--- config.mk ---
export PLATFORM = sky130hd
export DESIGN_NAME = dlx_mmio_bridge
export DESIGN_NICKNAME = d
export VERILOG_FILES = /design/src/rtl/dlx_mmio_bridge.sv
export SDC_FILE = /design/constraint.sdc
export NUM_CORES = 1
export LEC_CHECK = 0
export BUFFER_PORTS_ARGS = -buffer_cell sky130_fd_sc_hd__buf_2
export CORE_MARGIN = 2
export CORE_UTILIZATION = 45
export CTS_CLUSTER_SIZE = 40
export DETAILED_ROUTE_END_ITERATION = 10
export MAX_ROUTING_LAYER = met4
export PLACE_DENSITY_LB_ADDON = 0.3
export SLEW_MARGIN = 25
export SYNTH_ARGS = -nofsm -noshare
export SYNTH_HDL_FRONTEND = slang
export SYNTH_SLANG_ARGS = --single-unit
--- constraint.sdc ---
create_clock -name clk -period 3.58 [get_ports clk]
set_clock_uncertainty 0.05 [all_clocks]
set_input_delay 1.074 -clock clk [delete_from_list [all_inputs] [get_ports clk]]
set_output_delay 1.074 -clock clk [all_outputs]
set_load 0.005 [all_outputs]
--- src/rtl/dlx_mmio_bridge.sv ---
// dlx_mmio_bridge: data-side bridge between the DLX d_* port and the board.
// Each CPU access goes either to the data RAM or to a memory-mapped I/O page.
// The I/O page holds HEX digits, LEDR, SW, KEY, a cycle counter and an error flag.
// Reads use a ready/valid handshake, so RAM latency is free and MMIO reads take one cycle.
module dlx_mmio_bridge #(
    parameter int unsigned RAM_ADDR_WIDTH = 10,
    parameter logic [31:0] MMIO_BASE      = 32'hFFFF_0000,
    parameter int unsigned N_HEX          = 6,
    parameter int unsigned LED_WIDTH      = 10,
    parameter int unsigned SW_WIDTH       = 10,
    parameter int unsigned KEY_WIDTH      = 4
) (
    input  logic                      clk,
    input  logic                      reset,
    input  logic [31:0]               d_address,
    input  logic                      d_read_enable,
    input  logic                      d_write_enable,
    input  logic [31:0]               d_data_write,
    output logic                      d_ready,
    output logic [31:0]               d_data_read,
    output logic                      d_data_valid,
    output logic [RAM_ADDR_WIDTH-1:0] ram_addr,
    output logic                      ram_we,
    output logic [31:0]               ram_wdata,
    input  logic [31:0]               ram_rdata,
    input  logic                      ram_rdata_valid,
    input  logic [SW_WIDTH-1:0]       sw,
    input  logic [KEY_WIDTH-1:0]      key,
    output logic [LED_WIDTH-1:0]      ledr,
    output logic [7*N_HEX-1:0]        hex
);

    localparam int unsigned HEX_VAL_W = 4 * N_HEX;

    // Word offsets inside the MMIO page (byte offset / 4).
    localparam logic [13:0] REG_HEX_VAL = 14'd0;
    localparam logic [13:0] REG_HEX_EN  = 14'd1;
    localparam logic [13:0] REG_LEDR    = 14'd2;
    localparam logic [13:0] REG_SW      = 14'd3;
    localparam logic [13:0] REG_KEY     = 14'd4;
    localparam logic [13:0] REG_CYCLES  = 14'd5;
    localparam logic [13:0] REG_ERR     = 14'd6;

    typedef enum logic [1:0] {
        ST_IDLE    = 2'd0,
        ST_RD_RAM  = 2'd1,
        ST_RD_MMIO = 2'd2
    } state_e;

    state_e                 state_q, state_d;
    logic [HEX_VAL_W-1:0]   hex_val_q, hex_val_d;
    logic [N_HEX-1:0]       hex_en_q, hex_en_d;
    logic [7*N_HEX-1:0]     hex_q, hex_d;
    logic [LED_WIDTH-1:0]   ledr_q, ledr_d;
    logic [31:0]            cycles_q, cycles_d;
    logic                   err_q, err_d;
    logic [31:0]            mmio_rdata_q, mmio_rdata_d;
    logic [SW_WIDTH-1:0]    sw_meta_q, sw_meta_d, sw_sync_q, sw_sync_d;
    logic [KEY_WIDTH-1:0]   key_meta_q, key_meta_d, key_sync_q, key_sync_d;

    logic                   mmio_hit;
    logic [13:0]            reg_word;
    logic                   req_accept;
    logic                   wr_accept;
    logic                   rd_accept;
    logic [31:0]            reg_rdata;
    logic                   reg_known;
    logic                   addr_lsb_unused;

    // Standard active-low 7-segment pattern, bit order gfedcba.
    function automatic logic [6:0] seg7(input logic [3:0] v);
        logic [6:0] s;
        case (v)
            4'h0: s = 7'h40;  4'h1: s = 7'h79;  4'h2: s = 7'h24;  4'h3: s = 7'h30;
            4'h4: s = 7'h19;  4'h5: s = 7'h12;  4'h6: s = 7'h02;  4'h7: s = 7'h78;
            4'h8: s = 7'h00;  4'h9: s = 7'h10;  4'hA: s = 7'h08;  4'hB: s = 7'h03;
            4'hC: s = 7'h46;  4'hD: s = 7'h21;  4'hE: s = 7'h06;  default: s = 7'h0E;
        endcase
        return s;
    endfunction

    // Address decode and handshake acceptance. Reset blocks any request in its cycle.
    assign mmio_hit        = (d_address[31:16] == MMIO_BASE[31:16]);
    assign reg_word        = d_address[15:2];
    assign addr_lsb_unused = ^d_address[1:0];
    assign d_ready         = (state_q == ST_IDLE);
    assign req_accept      = (d_read_enable | d_write_enable) & d_ready & ~reset;
    assign wr_accept       = req_accept & d_write_enable;
    // A read issued together with a write is dropped: the write wins.
    assign rd_accept       = req_accept & ~d_write_enable;

    // RAM address and write data pass straight through; only the write strobe is decoded.
    assign ram_addr  = d_address[RAM_ADDR_WIDTH+1:2];
    assign ram_wdata = d_data_write;
    assign ram_we    = wr_accept & ~mmio_hit;

    assign ledr = ledr_q;
    assign hex  = hex_q;

    // MMIO read multiplexer: narrow registers are zero-extended to 32 bits.
    always_comb begin
        // NOTE: every output of a combinational block gets a default first, so no path can infer a latch.
        reg_rdata = '0;
        reg_known = 1'b1;
        case (reg_word)
            REG_HEX_VAL: reg_rdata[HEX_VAL_W-1:0] = hex_val_q;
            REG_HEX_EN:  reg_rdata[N_HEX-1:0]     = hex_en_q;
            REG_LEDR:    reg_rdata[LED_WIDTH-1:0] = ledr_q;
            REG_SW:      reg_rdata[SW_WIDTH-1:0]  = sw_sync_q;
            REG_KEY:     reg_rdata[KEY_WIDTH-1:0] = key_sync_q;
            REG_CYCLES:  reg_rdata                = cycles_q;
            REG_ERR:     reg_rdata[0]             = err_q;
            default:     reg_known                = 1'b0;
        endcase
    end

    // Next-state for the MMIO registers, counter, error flag, synchronisers and digit outputs.
    always_comb begin
        hex_val_d    = hex_val_q;
        hex_en_d     = hex_en_q;
        ledr_d       = ledr_q;
        cycles_d     = cycles_q + 32'd1;
        err_d        = err_q;
        mmio_rdata_d = mmio_rdata_q;
        sw_meta_d    = sw;
        sw_sync_d    = sw_meta_q;
        key_meta_d   = ~key;
        key_sync_d   = key_meta_q;

        if (wr_accept && mmio_hit) begin
            case (reg_word)
                REG_HEX_VAL: hex_val_d = d_data_write[HEX_VAL_W-1:0];
                REG_HEX_EN:  hex_en_d  = d_data_write[N_HEX-1:0];
                REG_LEDR:    ledr_d    = d_data_write[LED_WIDTH-1:0];
                REG_SW, REG_KEY: begin
                end
                REG_CYCLES:  cycles_d  = d_data_write;
                REG_ERR:     if (d_data_write[0]) err_d = 1'b0;
                default:     err_d     = 1'b1;
            endcase
        end

        // Read data is captured at acceptance and presented on the following cycle.
        if (rd_accept && mmio_hit) begin
            mmio_rdata_d = reg_rdata;
            if (!reg_known) err_d = 1'b1;
        end

        hex_d = '1;
        for (int i = 0; i < int'(N_HEX); i++) begin
            hex_d[7*i +: 7] = hex_en_q[i] ? seg7(hex_val_q[4*i +: 4]) : 7'h7F;
        end
    end

    // Read FSM: tracks the single outstanding read and produces the completion pulse.
    always_comb begin
        state_d      = state_q;
        d_data_valid = 1'b0;
        d_data_read  = '0;
        case (state_q)
            ST_IDLE: begin
                if (rd_accept) state_d = mmio_hit ? ST_RD_MMIO : ST_RD_RAM;
            end
            ST_RD_RAM: begin
                if (ram_rdata_valid) begin
                    state_d = ST_IDLE;
                    // A read being cancelled by reset must not report completion.
                    if (!reset) begin
                        d_data_valid = 1'b1;
                        d_data_read  = ram_rdata;
                    end
                end
            end
            ST_RD_MMIO: begin
                state_d = ST_IDLE;
                if (!reset) begin
                    d_data_valid = 1'b1;
                    d_data_read  = mmio_rdata_q;
                end
            end
            default: state_d = ST_IDLE;
        endcase
    end

    // State register with synchronous reset; reset clears every flop including the synchronisers.
    always_ff @(posedge clk) begin
        // NOTE: sequential state uses non-blocking assignment so all flops update together at the edge.
        if (reset) begin
            state_q      <= ST_IDLE;
            hex_val_q    <= '0;
            hex_en_q     <= '0;
            hex_q        <= '1;
            ledr_q       <= '0;
            cycles_q     <= '0;
            err_q        <= 1'b0;
            mmio_rdata_q <= '0;
            sw_meta_q    <= '0;
            sw_sync_q    <= '0;
            key_meta_q   <= '0;
            key_sync_q   <= '0;
        end else begin
            state_q      <= state_d;
            hex_val_q    <= hex_val_d;
            hex_en_q     <= hex_en_d;
            hex_q        <= hex_d;
            ledr_q       <= ledr_d;
            cycles_q     <= cycles_d;
            err_q        <= err_d;
            mmio_rdata_q <= mmio_rdata_d;
            sw_meta_q    <= sw_meta_d;
            sw_sync_q    <= sw_sync_d;
            key_meta_q   <= key_meta_d;
            key_sync_q   <= key_sync_d;
        end
    end

endmodule
==> summary.txt <==
Yosys
  – Synth top area share: 0.3691
  – Async S/R FF share, synth: 0
  – Syn Inst Count: 1087
  – Synth top area cells: dfxtp_1 37%, ha_1 5.2%, nor2b_1 4.8%, a22oi_1 4.2%, nand4_1 4.0%
  – Synth Flop Type: dfxtp_1
  – Syn nets: between 1000 and 1500
  – Synth Cell Area: roughly 0.0096 sq mm
  – Netlist cell types: 55
  – Synth cell count leaders: 177 x dfxtp_1, 89 x clkbuf_1, 74 x nor2b_1
  – YS warnings: 0
  – Dominant cell by count in the synthesized netlist: dfxtp_1
  – Number of synthesized flops with an enable pin: 0
  – Yosys top cell by area: dfxtp_1
  – Post-synthesis sequential area ratio: 0.3691
  – Avg Cell Area, Syn: 8.831 sq um
  – Synth Register Bits: 177

Outcome
  – Status: complete, no violations

Route
  – Routed vias/inst: 6.084
  – DRT iter0 DRCs: 1069
  – DRC errors left: 0
  – Drt total wl: 29290 um
  – Wire per inst: about 19 um
  – DR pass1 iterations: 5
  – Vias: approximately 9300
  – Remaining antenna violation count: 0

Placement
  – Routability cong.: about 0.86
  – Number of port buffers: around 240
  – Place WS: just over 0.3 ns
  – HPWL Detailed: just over 20000 um

Cells and area
  – Share of cells above drive strength 1: 0.2657
  – Multi-input logic area: roughly 0.0052 sq mm
  – Synth-to-layout area growth: 17.47%
  – Nets: between 1000 and 1500
  – Register Area: 0.003543 sq mm
  – Fillers: roughly 2000

Pwr
  – Power Density: approximately 360 mW/mm^2
  – VDD IR max: 282.5 uV
  – Leak: 3.895 nW
  – Total power: between 0.004 and 0.005 W

Clock network
  – Skew-Pair Late Insertion Delay: 0.43 ns
  – Root buffer cell: clkbuf_16
  – Post-CTS setup buffer count: 0
  – CTS tree: built
  – CTS Buf Count: 17
  – # resized after CTS: 0
  – H-tree Lvls: 4
  – CTS clk-pin slew, worst paths: about 0.070 ns
  – Clock sinks: ~180
  – # hold bufs at CTS: 0
  – Max Root-Sink Buffers: 2

GRT
  – Initial antenna violation count: 0
  – Vias in the first global route: roughly 8100
  – First-pass GRT wire length: about 45000 um
  – Tot GR Track Use: 0.2609
  – Total gr overflow: 0
  – Pin count of the biggest net entering global routing: 93

Job
  – Max Cap Viol: 0

Setup path
  – Crit path to: d_data_read[3]
  – Worst EP arrival: 2.16 ns
  – Largest fanout on the critical path: 11
  – Worst Setup Start Kind: input port
  – Crit Path Category: in -> out
  – Reg2Reg Depth: 5
  – CP endpoint kind: output pin
  – Worst Setup SP: reset
  – CP required: 2.46 ns
  – Worst reg2reg path startpoint: cycles_q[0]
  – FF-to-FF End: cycles_q[28]
  – Worst reg2reg setup slack: between 1 and 1.5 ns

STA
  – Slew @ Worst Pin: 0.9600 ns
  – Final WS setup: between 0.2 and 0.3 ns
  – Fmax: 304.3 MHz
  – Worst rel slew slack: 0.3600
  – Final hold slack: slightly below 0.4 ns
  – Fin Setup TNS: 0 ns
  – Final period utilization: 0.9181
  – Final Slew Violations: 0
  – Final hold viol count: 0
  – Setup violators final: 0
  – Tmin final: roughly 3.3 ns
  – RSZ-0062 raised after global routing: false

Floorplan
  – Die area: ~0.023 sq mm
  – Number of core rows: 53
  – Core ar.: ~0.021 sq mm
  – Chip height: around 150 um
  – Ports: ~240
  – Die Width: around 150 um
  – Starting Density: 0.4581

Min path
  – Hold crit path type: reg -> reg
[final cells by class]
class                           instances  area share
Multi-Input combinational cell        730      0.4647
Sequential cell                       177      0.3142
Timing Repair Buffer                  272      0.1278
Clock buffer                           23     0.04328
Tap cell                              275     0.03051
Inverter                               36     0.01198
Clock inverter                          8    0.006991
Antenna cell                            2   0.0004439
[where the power goes]
group / internal, W / leakage, nW / switching (W)
sequential: 0.00199 / 1.43 / 0.00000952
clock: 0.00103 / 0.268 / 0.000783
combinational: 0.000110 / 2.19 / 0.000170
total: 0.00313 / 3.90 / 0.000963
[stage by stage]
step / cell area [sq um] / std cells / util
4_1_cts: 11270 / 1521 / 0.5379
3_3_place_gp: 10700 / 1490 / 0.5108
6_report: 11280 / 1523 / 0.5381
2_1_floorplan: 9599 / 1087 / -
5_1_grt: 11270 / 1521 / 0.5379
3_5_place_dp: 10700 / 1490 / 0.5108
[registers in the layout, summed over array words and instances (netlist names)]
name          flops
err_q             1
mmio_rdata_q     32
sw_meta_q        10
ledr             10
state_q           2
hex              42
sw_sync_q        10
key_meta_q        4
key_sync_q        4
hex_en_q          6
cycles_q         32
hex_val_q        24
[worst max-delay path, stage by stage]
cell and delay, ns:
buf_4 0.16, inv_1 0.07, and3_1 0.16, buf_4 0.23
a22oi_1 0.09, nor2b_1 0.20, buf_2 0.15
[metal layers]
| layer | track usage | up-vias | part of all wire |
|---|---|---|---|
| met3 | 0.04299 | 59 | 0.090 |
| met1 | 0.3630 | 4398 | 0.44 |
| met4 | 0.08868 | 0 | 0.026 |
| li1 | - | 4356 | - |
| met2 | 0.3842 | 453 | 0.45 |
| met5 | - | - | 0 |
[cell usage in the layout (no fill, tap or decap), types with 5 or more instances in the layout]
cell | synthesis | routed
a211oi_1 | 36 | 36
a21boi_0 | 9 | 9
a21oi_1 | 66 | 66
a22oi_1 | 54 | 54
a31oi_1 | 18 | 18
and4_1 | 6 | 6
buf_2 | 7 | 240
buf_4 | 42 | 32
clkbuf_16 | 0 | 17
dfxtp_1 | 177 | 177
ha_1 | 40 | 40
inv_1 | 36 | 36
mux2_2 | 6 | 6
mux2_4 | 6 | 6
mux2i_1 | 19 | 19
mux4_2 | 5 | 5
nand2_1 | 35 | 34
nand2b_1 | 13 | 13
nand3_1 | 27 | 27
nand4_1 | 61 | 61
nor2_1 | 18 | 18
nor2b_1 | 74 | 73
nor4_1 | 14 | 13
o211ai_1 | 25 | 25
o21ai_0 | 40 | 40
o311ai_0 | 11 | 11
o31ai_1 | 47 | 47
o41ai_1 | 19 | 19
or3_1 | 7 | 7
or4_1 | 17 | 16
xnor2_1 | 8 | 8
xor2_1 | 5 | 5
[cells by family (layout without fill, tap and decap cells)]
logic type	count (synthesis)	in the layout	synth area share
fa+ha+maj	40	40	0.05214
compound gates	345	345	0.2458
buf+inv	180	339	0.08785
other cells	0	2	0
flops	177	177	0.3691
simple gates	296	296	0.1852
xor+xnor	13	13	0.01186
mux	36	36	0.04797
[worst min-delay path by stage]
stage,startpoint,endpoint,depth (start not counted)
after floorplan,key_meta_q[0],key_sync_q[0],1
after global placement,sw_meta_q[0],sw_sync_q[0],1
after detailed placement,sw_meta_q[1],sw_sync_q[1],1
after CTS,sw_meta_q[1],sw_sync_q[1],1
after global routing,sw_meta_q[0],sw_sync_q[0],1
final,key_meta_q[2],key_sync_q[2],1
Power figures use the tool's default switching activity.
